**config.mk**
```make
export PLATFORM = sky130hd
export DESIGN_NAME = binary_search_4bit
export DESIGN_NICKNAME = d
export VERILOG_FILES = /design/src/rtl/binary_search_4bit.sv
export SDC_FILE = /design/constraint.sdc
export NUM_CORES = 1
export LEC_CHECK = 0
export CORE_UTILIZATION = 40
export CTS_BUF_LIST = sky130_fd_sc_hd__clkbuf_8
export DETAILED_ROUTE_END_ITERATION = 12
export PLACE_DENSITY = 0.72
export SETUP_SLACK_MARGIN = 0.2
export SYNTH_ARGS = -nofsm -noshare
export SYNTH_HDL_FRONTEND = slang
export SYNTH_SLANG_ARGS = --single-unit
```
**constraint.sdc**
```tcl
create_clock -name clk -period 2.96 [get_ports clk]
set_input_delay 0.444 -clock clk [delete_from_list [all_inputs] [get_ports clk]]
set_output_delay 0.444 -clock clk [all_outputs]
set_load 0.05 [all_outputs]
```
**src/rtl/binary_search_4bit.sv**
```systemverilog
// Successive-approximation controller: drives a guess into a magnitude comparator
// and narrows [lo, hi] from the low/equal/great flags until the hidden operand is found.
module binary_search_4bit #(
  parameter int WIDTH = 4
) (
  input  logic             clk,
  input  logic             rst_n,
  input  logic             start,
  input  logic             low,
  input  logic             equal,
  input  logic             great,
  output logic [WIDTH-1:0] guess,
  output logic             busy,
  output logic             done,
  output logic             found,
  output logic             err,
  output logic [WIDTH-1:0] result,
  output logic [2:0]       steps
);

  typedef enum logic [1:0] {IDLE, PROBE, DONE} state_t;

  localparam logic [WIDTH-1:0] MAXV = '1;

  state_t           state;
  logic [WIDTH-1:0] lo, hi;
  logic [WIDTH:0]   sum_gt, sum_lt;
  logic             onehot;

  // Midpoint sums kept one bit wider so lo+hi never overflows before the floor shift.
  always_comb begin
    sum_gt = {1'b0, lo} + {1'b0, guess} - (WIDTH+1)'(1);
    sum_lt = {1'b0, guess} + (WIDTH+1)'(1) + {1'b0, hi};
    onehot = $onehot({low, equal, great});
  end

  always_ff @(posedge clk) begin
    if (!rst_n) begin
      state  <= IDLE;
      lo     <= '0;
      hi     <= '0;
      guess  <= '0;
      busy   <= 1'b0;
      done   <= 1'b0;
      found  <= 1'b0;
      err    <= 1'b0;
      result <= '0;
      steps  <= '0;
    end else begin
      case (state)
        IDLE: begin
          done <= 1'b0;
          if (start) begin
            lo     <= '0;
            hi     <= MAXV;
            guess  <= MAXV >> 1;
            found  <= 1'b0;
            err    <= 1'b0;
            result <= '0;
            steps  <= '0;
            busy   <= 1'b1;
            state  <= PROBE;
          end
        end
        PROBE: begin
          steps <= steps + 3'd1;
          if (!onehot) begin
            err   <= 1'b1;
            found <= 1'b0;
            busy  <= 1'b0;
            done  <= 1'b1;
            state <= DONE;
          end else if (equal) begin
            result <= guess;
            found  <= 1'b1;
            busy   <= 1'b0;
            done   <= 1'b1;
            state  <= DONE;
          end else if (great) begin
            if (guess == lo) begin
              err   <= 1'b1;
              busy  <= 1'b0;
              done  <= 1'b1;
              state <= DONE;
            end else begin
              hi    <= guess - WIDTH'(1);
              guess <= WIDTH'(sum_gt >> 1);
            end
          end else begin
            // low: the target lies strictly above the current guess
            if (guess == hi) begin
              err   <= 1'b1;
              busy  <= 1'b0;
              done  <= 1'b1;
              state <= DONE;
            end else begin
              lo    <= guess + WIDTH'(1);
              guess <= WIDTH'(sum_lt >> 1);
            end
          end
        end
        DONE: begin
          done  <= 1'b0;
          state <= IDLE;
        end
        default: state <= IDLE;
      endcase
    end
  end

endmodule

```
==> results.md, run 1 <==
* Met1 usage at 25.75%
* Period utilisation layout at 82.51%
* Worst Tran Pin Value at 0.5108 ns
* Synthesized flop and latch total at 25
* Vias in the first global route at 1251
* First-pass GRT wire length at 5747 µm
* Final Core Density at 49.93%
* Total track usage at 18.18%
* Pins Over Slew Limit at 0
* First-pass DRT Iterations at 10
* Seq. cell area at 500.5 µm²
* Worst setup SP type: input port
* Chip height at 63.73 µm
* Warnings from Yosys at 0
* Die X at 63.73 µm
* Power Dens Cells at 449.1 mW/mm²
* CP Data Arrival Time at 2.62 ns
* Max rail drop VDD at 0.2057 mV
* Core ar. at 0.003661 mm²
* Most frequent cells in the layout: dfxtp_1, inv_1, clkdlybuf4s50_1, nor2_1, ha_1
* Worst path max stage delay at 0.50 ns
* Overall Power at 0.8210 mW
* Via count at 1307
* Status: complete, but fails checks
* Share of async-settable or async-resettable flops after synthesis at 0%
* Final min period at 2.442 ns
* Post-Synthesis Cells at 174
* Main synth FF type: dfxtp_1
* Synthesized area at 0.001524 mm²
* CTS Hold Bufs at 0
* I/O Buffers at 20
* Avg Vias per Cell at 5.379
* H-tree depth at 1
* CTS root buf: clkbuf_8
* Crit path capture type: register
* Area grow syn2layout at 19.95%
* Initial DRC count at 55
* Multi-input gate area at 904.6 µm²
* GR met3 Demand/Resource at 2.717%
* N_diodes at 0
* Max FO, Critical Path at 8
* Setup TNS at 0 ns
* Worst path slowest cell: fa_1
* Max-cap violations at 0
* Slew margin rel. at 65.58%
* Synthesized area per cell at 8.758 µm²
* Clk sinks at 25
* Post-CTS sizing at 0
* Row Count at 22
* Met2 GRT Util at 28.06%
* Clock Path Buffers at 2
* RSZ-0062 raised after global routing: false
* CTS tree: yes
* # IOs at 21
* Post-Layout Inst Area at 0.001828 mm²
* Critical Path RT at 3.14 ns
* DRC Markers at 1
* P_leak at 0.7358 nW
* Post-DP Area at 0.001782 mm²
* Top post-synthesis cells by area: dfxtp_1, ha_1, inv_1, nor2_1, fa_1
* Max Freq at 409.5 MHz
* Syn_nets at 197
* Share of cells above drive strength 1 at 8.718%
* Clk slew on worst S/H paths at 0.08 ns
* Final setup fails at 0
* Seq/Total Area, Yosys at 32.84%
* Fin nets at 219
* Post-detail-place hpwl at 2582 µm
* Wirelength per Cell at 14.06 µm
* Routed WL at 3417 µm
* Commonest non-fill, non-tap cell in the layout: dfxtp_1
* Min Hold Slack at 0.4875 ns
* Largest net degree at the start of global routing at 17
* Failing checks: DRC
* Antenna violations before repair at 0
* Min-Delay Path Class: register to register
* Starting Density at 41.63%
* Gr ovfl total at 0
* Final Hold Fails at 0
* Clock skew at 0.002528 ns
* Post-route antenna net violation count at 0
* Post-synthesis cell type count at 40
* CP cell instances: clkdlybuf4s50_1, inv_1, fa_1, nand3b_1, or4_4, a21oi_4, nand4_1, o31ai_1
* Die ar. at 0.004061 mm²
* EDFF count, synth at 0
* Postcts setup bufs at 0
* Gpl congestion at 0.9065
* Synth top area share at 32.84%
* Fill count at 352
* Most used routing layer: met2
* Number of clock buffers inserted by TritonCTS at 3
* Worst setup path class: input port to register
* Worst skew pair latency at 0.26 ns
* Yosys top cell by area: dfxtp_1
[metal layers]
metal | wire, µm | up-vias
li1 | - | 653
met1 | 1635 | 614
met2 | 1604 | 38
met3 | 153 | 2
met4 | 23 | 0
met5 | 0 | -
[layout make-up]
cell class                      instances  share of cell area [%]
Timing Repair Buffer                   25                   13.00
Clock inverter                          1                  0.2738
Sequential cell                        25                   27.38
Clock buffer                            3                   2.259
Multi-Input combinational cell        120                   49.49
Tap cell                               48                   3.285
Inverter                               21                   4.312
[per-stage QoR]
step	cells	setup slack [ns]
5_1_grt	243	0.4060
4_1_cts	243	0.5456
6_report	243	0.5178
3_5_place_dp	239	0.2914
2_1_floorplan	174	0.4712
3_3_place_gp	239	0.3381
[cell families after synthesis]
family,count (synthesis),share of synthesized area [%]
buf+inv,29,7.800
flops,25,32.84
fa+ha+maj,17,15.44
xor+xnor,8,4.598
simple gates,53,18.47
compound gates,42,20.85
[cell usage after synthesis (all sizes together) (4+ instances only)]
| library cell | instances |
|---|---|
| nor2 | 17 |
| nor2b | 6 |
| nand2 | 9 |
| nand4 | 5 |
| xnor2 | 5 |
| a21oi | 8 |
| o21ai | 5 |
| a22oi | 5 |
| dfxtp | 25 |
| o31ai | 7 |
| ha | 14 |
| clkbuf | 5 |
| nand3 | 4 |
| inv | 21 |
[registers in the layout, summed over array words and instances (netlist names)]
name	flops
busy	1
done	1
err	1
found	1
guess	4
hi	4
lo	4
result	4
state	2
steps	3
[final timing paths]
check	depth (start not counted)	slack (ns)	end	startpoint
worst max-delay path	8	0.52	lo[0]	equal
worst min-delay path	2	0.49	lo[3]	lo[3]
worst max register to register	10	0.69	guess[1]	guess[1]
worst min register to register	2	0.49	lo[3]	lo[3]
[worst max-delay path: cells and delay by family]
family | cells | cell delay [ns]
fa+ha+maj | 1 | 0.50
simple gates | 3 | 0.75
compound gates | 2 | 0.34
buf+inv | 2 | 0.57
[power by group]
group	switching, mW	leakage, nW	internal (mW)	total [mW]
Clock	0.102	0.0255	0.0938	0.196
Combinational	0.150	0.506	0.104	0.254
Sequential	0.0176	0.205	0.354	0.371
No activity file was read; power rests on OpenSTA's default activity.
==> inputs of run 2 (changes only) <==
Settings changed: PLACE_DENSITY 0.72 to 0.75.
Clock period 2.96 ns to 2.2 ns, I/O delays scaled along.
==> results.md, run 2 (synthesis results as in run 1) <==
* Status: finished, final reports clean
* Worst setup path class: register to register
* Core ar. at 0.003661 mm² (unchanged)
* Post-detail-place hpwl at 2707 µm (+4.8%)
* Final worst setup slack at 0.1781 ns (-0.3397 ns)
* Post-route antenna net violation count at 0 (unchanged)
* Die X at 63.73 µm (unchanged)
* FF-to-FF End: hi[2]
* CP Data Arrival Time at 2.19 ns (-0.43 ns)
* DRC Markers at 0 (-1)
* Clk slew on worst S/H paths at 0.09 ns (about the same)
* Worst slack, placed at -0.3665 ns (-0.6579 ns)
* H-tree depth at 1 (unchanged)
* Final setup fails at 0 (unchanged)
* Fill count at 312 (-11%)
* Fin nets at 240 (+9.6%)
* Antenna violations before repair at 0 (unchanged)
* Via count at 1423 (+8.9%)
* Post-Layout Cell Count at 264 (+8.6%)
* Final min period at 2.022 ns
* Max FO, Critical Path at 3 (-5)
* Initial DRC count at 91 (+65%)
* Period utilisation layout at 91.90%
* Most frequent cells in the layout: buf_4, dfxtp_1, nor2_1, clkdlybuf4s50_1, inv_1
* Vias in the first global route at 1384 (+11%)
* Min Hold Slack at 0.3658 ns (-0.1218 ns)
* # IOs at 21 (unchanged)
* First-pass DRT Iterations at 5 (-5)
* Placed cells at 249 (+4.2%)
* Reg2Reg Setup Slack at 0.18 ns (-0.51 ns)
* Register-to-Register Path Depth at 8 (-2)
* End of the critical path: hi[2]
* Multi-input gate area at 0.001025 mm² (+13%)
* CTS tree: yes
* Chip height at 63.73 µm (unchanged)
* Max rail drop VDD at 0.3570 mV (+74%)
* Final Hold Fails at 0 (unchanged)
* Commonest non-fill, non-tap cell in the layout: buf_4
* Gpl congestion at 0.8614 (-5.0%)
* Share of cells above drive strength 1 at 30.09% (+21 points)
* Die ar. at 0.004061 mm² (unchanged)
* CTS root buf: clkbuf_8
* Worst reg2reg startpoint: guess[2]
* Crit path capture type: register
* Critical Path RT at 2.37 ns (-0.77 ns)
* Worst skew pair latency at 0.27 ns (about the same)
* Area grow syn2layout at 39.33%
* Wirelength per Cell at 15.05 µm (+7.0%)
* Clock skew at 0.003285 ns (+0.0007575 ns)
* Largest net degree at the start of global routing at 15 (-2)
* Max Freq at 494.6 MHz
* Power Dens Cells at 572.6 mW/mm² (+27%)
* Final Core Density at 58.00% (+8.1 points)
* Total track usage at 20.58% (+2.4 points)
* RSZ-0062 raised after global routing: true
* Worst Tran Pin Value at 0.4947 ns (-0.01619 ns)
* Number of clock buffers inserted by TritonCTS at 3 (unchanged)
* Slew margin rel. at 66.92% (+1.3 points)
* Row Count at 22 (unchanged)
* Gr ovfl total at 0 (unchanged)
* Seq. cell area at 515.5 µm² (+3.0%)
* Starting Density at 41.63% (unchanged)
* Worst setup SP type: register
* P_leak at 0.8581 nW (+17%)
* CP Launch Point: guess[2]
* Max-cap violations at 0 (unchanged)
* N_diodes at 0 (unchanged)
* Min-Delay Path Class: input port to register
* Clk sinks at 25 (unchanged)
* CTS Hold Bufs at 0 (unchanged)
* First-pass GRT wire length at 6520 µm (+13%)
* I/O Buffers at 20 (unchanged)
* Pins Over Slew Limit at 0 (unchanged)
* Clock Path Buffers at 2 (unchanged)
* Routed WL at 3974 µm (+16%)
* Avg Vias per Cell at 5.390 (+0.21%)
## run 2: changes by cell type in the layout (fill, tap and decap cells not counted), sizes merged
| cell | previous run | this run |
|---|---|---|
| clkdlybuf4s50 | 20 | 17 |
| buf | 5 | 29 |
## run 2: layout make-up
class,count,share of cell area [%]
well taps,48,2.829
repair buffers,46,18.27
clock inverters,1,0.2357
multi-input cells,120,48.26
inverters,21,4.184
clock buffers,3,1.945
flip-flops and latches,25,24.28
## run 2: timing repair
| action | CTS | global route |
|---|---|---|
| hold endpoints to repair | 0 | 0 |
| endpoints found under the setup margin | 20 | 11 |
| pin swaps | 6 | 7 |
| setup buffers | 9 | 2 |
| resized for setup | 20 | 8 |
## run 2: worst min-delay path by stage
stage / cells after the start / end / startpoint
4_1_cts: 4 / guess[2] / great
6_report: 4 / guess[2] / great
5_1_grt: 4 / guess[2] / great
3_3_place_gp: 2 / err / err
2_1_floorplan: 2 / lo[1] / lo[1]
3_5_place_dp: 2 / err / err
## run 2: per-layer routing
| layer | part of all wire (%) | GRT usage (%) | wire [µm] | vias up |
|---|---|---|---|---|
| met2 | 47 | 34.57 | 1881 | 59 |
| met4 | 3.0 | 6.250 | 119 | 0 |
| li1 | - | - | - | 692 |
| met5 | 0 | 0 | 0 | - |
| met3 | 6.0 | 2.174 | 240 | 16 |
| met1 | 44 | 27.40 | 1733 | 656 |
## run 2: stage by stage
stage	total power, mW	instance area, µm²	TNS [ns]
2_1_floorplan	0.7706	1607	0
3_3_place_gp	0.8700	1919	-4.007
3_5_place_dp	0.8767	1919	-4.250
4_1_cts	1.197	2076	0
5_1_grt	1.280	2123	0
6_report	1.216	2123	0
## run 2: critical path, stage by stage, from the launching register on
cell and delay (ns):
dfxtp_4 0.38, inv_4 0.04, ha_4 0.24, o41a_1 0.47, buf_4 0.17, nand4_1 0.11
a21oi_2 0.10, buf_4 0.17, o221a_4 0.25
## run 2: power by group
part | switching [mW] | leakage [nW] | total [mW] | internal [mW]
Sequential | 0.0224 | 0.207 | 0.497 | 0.475
Combinational | 0.238 | 0.625 | 0.439 | 0.201
Clock | 0.152 | 0.0255 | 0.279 | 0.127
==> inputs of run 3 (changes only) <==
Settings changed: CORE_UTILIZATION 40 to 30, PLACE_DENSITY 0.75 to 0.62.
==> results.md, run 3 (synthesis results as in run 1) <==
* Row Count at 25 (+14%)
* Largest net degree at the start of global routing at 16 (+1)
* Die ar. at 0.005369 mm² (+32%)
* Chip height at 73.28 µm (+15%)
* N_diodes at 0 (unchanged)
* Commonest non-fill, non-tap cell in the layout: buf_4
* Post-route antenna net violation count at 0 (unchanged)
* Min-Delay Path Class: input port to register
* Gpl congestion at 0.7897 (-8.3%)
* RSZ-0062 raised after global routing: true
* P_leak at 0.8567 nW (-0.17%)
* Clk slew on worst S/H paths at 0.09 ns (about the same)
* Final worst setup slack at 0.2342 ns (+0.05604 ns)
* Routed WL at 3810 µm (-4.1%)
* I/O Buffers at 20 (unchanged)
* Worst skew pair latency at 0.28 ns (about the same)
* Clock skew at 0.01069 ns (+0.007409 ns)
* Worst Tran Pin Value at 0.4938 ns (-0.0009032 ns)
* H-tree depth at 1 (unchanged)
* Period utilisation layout at 89.36% (-2.5 points)
* Area grow syn2layout at 40.97%
* # IOs at 21 (unchanged)
* Clock Path Buffers at 2 (unchanged)
* Clk sinks at 25 (unchanged)
* Avg Vias per Cell at 4.848 (-10%)
* Max FO, Critical Path at 7 (+4)
* CP cell instances: inv_6, ha_4, o41a_1, o21bai_4, and2_4, buf_6, o311a_1
* CTS root buf: clkbuf_8
* Worst path max stage delay at 0.45 ns (-0.02 ns)
* First-pass DRT Iterations at 4 (-1)
* Pins Over Slew Limit at 0 (unchanged)
* DRC Markers at 0 (unchanged)
* Status: finished, final reports clean
* Die X at 73.28 µm (+15%)
* Buf+Inv Stages, Crit Path at 2 (-1)
* Slew margin rel. at 66.98% (about the same)
* Number of clock buffers inserted by TritonCTS at 3 (unchanged)
* Power Dens Cells at 566.2 mW/mm² (-1.1%)
* Fill count at 482 (+54%)
* Min Hold Slack at 0.3757 ns (+0.009964 ns)
* Most frequent cells in the layout: buf_4, dfxtp_1, nor2_1, clkdlybuf4s50_1, inv_1
* Cell family with most CP delay: compound AO/OA/AOI/OAI gates
* CTS tree: yes
* Seq. cell area at 515.5 µm² (unchanged)
* Multi-input gate area at 0.001016 mm² (-0.85%)
* First-pass GRT wire length at 6196 µm (-5.0%)
* CTS Hold Bufs at 0 (unchanged)
* Share of cells above drive strength 1 at 27.91% (-2.2 points)
* Initial DRC count at 50 (-45%)
* Reg2Reg Setup Slack at 0.23 ns (+0.06 ns)
* Starting Density at 31.64% (-10 points)
* Worst setup path class: register to register
* Worst slack, placed at -0.3559 ns (+0.01062 ns)
* Via count at 1367 (-3.9%)
* Max rail drop VDD at 0.3580 mV (+0.30%)
* Max Freq at 508.7 MHz (+2.9%)
* Wirelength per Cell at 13.51 µm (-10%)
* Final setup fails at 0 (unchanged)
* Crit path capture type: register
* Critical Path RT at 2.36 ns (about the same)
* Vias in the first global route at 1284 (-7.2%)
* Final Hold Fails at 0 (unchanged)
* Antenna violations before repair at 0 (unchanged)
* Gr ovfl total at 0 (unchanged)
* Max-cap violations at 0 (unchanged)
* Post-detail-place hpwl at 2852 µm (+5.4%)
* Worst setup SP type: register
* Core ar. at 0.004817 mm² (+32%)
* Fin nets at 239 (-0.42%)
* Final min period at 1.966 ns (-0.05604 ns)
* Worst path slowest cell: o41a_1
* CP Data Arrival Time at 2.13 ns (-0.06 ns)
* Total track usage at 15.14% (-5.4 points)
* Setup TNS at 0 ns (unchanged)
run 3: repair_timing:
item,in CTS,in global routing
gates resized for setup,17,9
endpoints found under the setup margin,18,15
pin swaps,5,9
cloned,0,0
buffers inserted,5,1
run 3: stage by stage:
stage          power [mW]  util [%]  instances  cell area [µm²]
2_1_floorplan      0.7706         -        174             1607
3_3_place_gp       0.8858     40.96        272             1973
3_5_place_dp       0.8876     40.96        272             1973
4_1_cts             1.199     43.25        281             2083
5_1_grt             1.282     44.60        282             2148
6_report            1.216     44.60        282             2148
run 3: final timing paths:
path         startpoint        to  depth (start not counted)
max reg2reg    guess[0]  guess[1]                          7
min               great  guess[2]                          4
max            guess[0]  guess[1]                          7
min reg2reg         err       err                          2
run 3: cell type report:
class	instances	area share, %
Tap cell	67	3.902
Timing Repair Buffer	45	18.23
Clock inverter	1	0.2912
Clock buffer	3	1.922
Inverter	21	4.368
Multi-Input combinational cell	120	47.29
Sequential cell	25	24.00
run 3: power by group:
part | switching [mW] | internal (mW)
logic | 0.231 | 0.196
registers | 0.0230 | 0.475
clock network | 0.162 | 0.130
run 3: per-layer routing:
metal  vias to the layer above  GRT usage, %  wire (µm)
li1                        692             -          -
met1                       641         22.65       1891
met4                         0         2.614         16
met2                        32         23.15       1707
met3                         2         2.195        195
met5                         -             0          0
run 3: worst register-to-register path, delay by kind of cell, from the launching register on:
family	cells	cell delay, ns
DFF	1	0.38
buffers and inverters	2	0.17
AOI/OAI and AO/OA	3	0.91
and+or+nand+nor	1	0.17
adders and majority gates	1	0.23
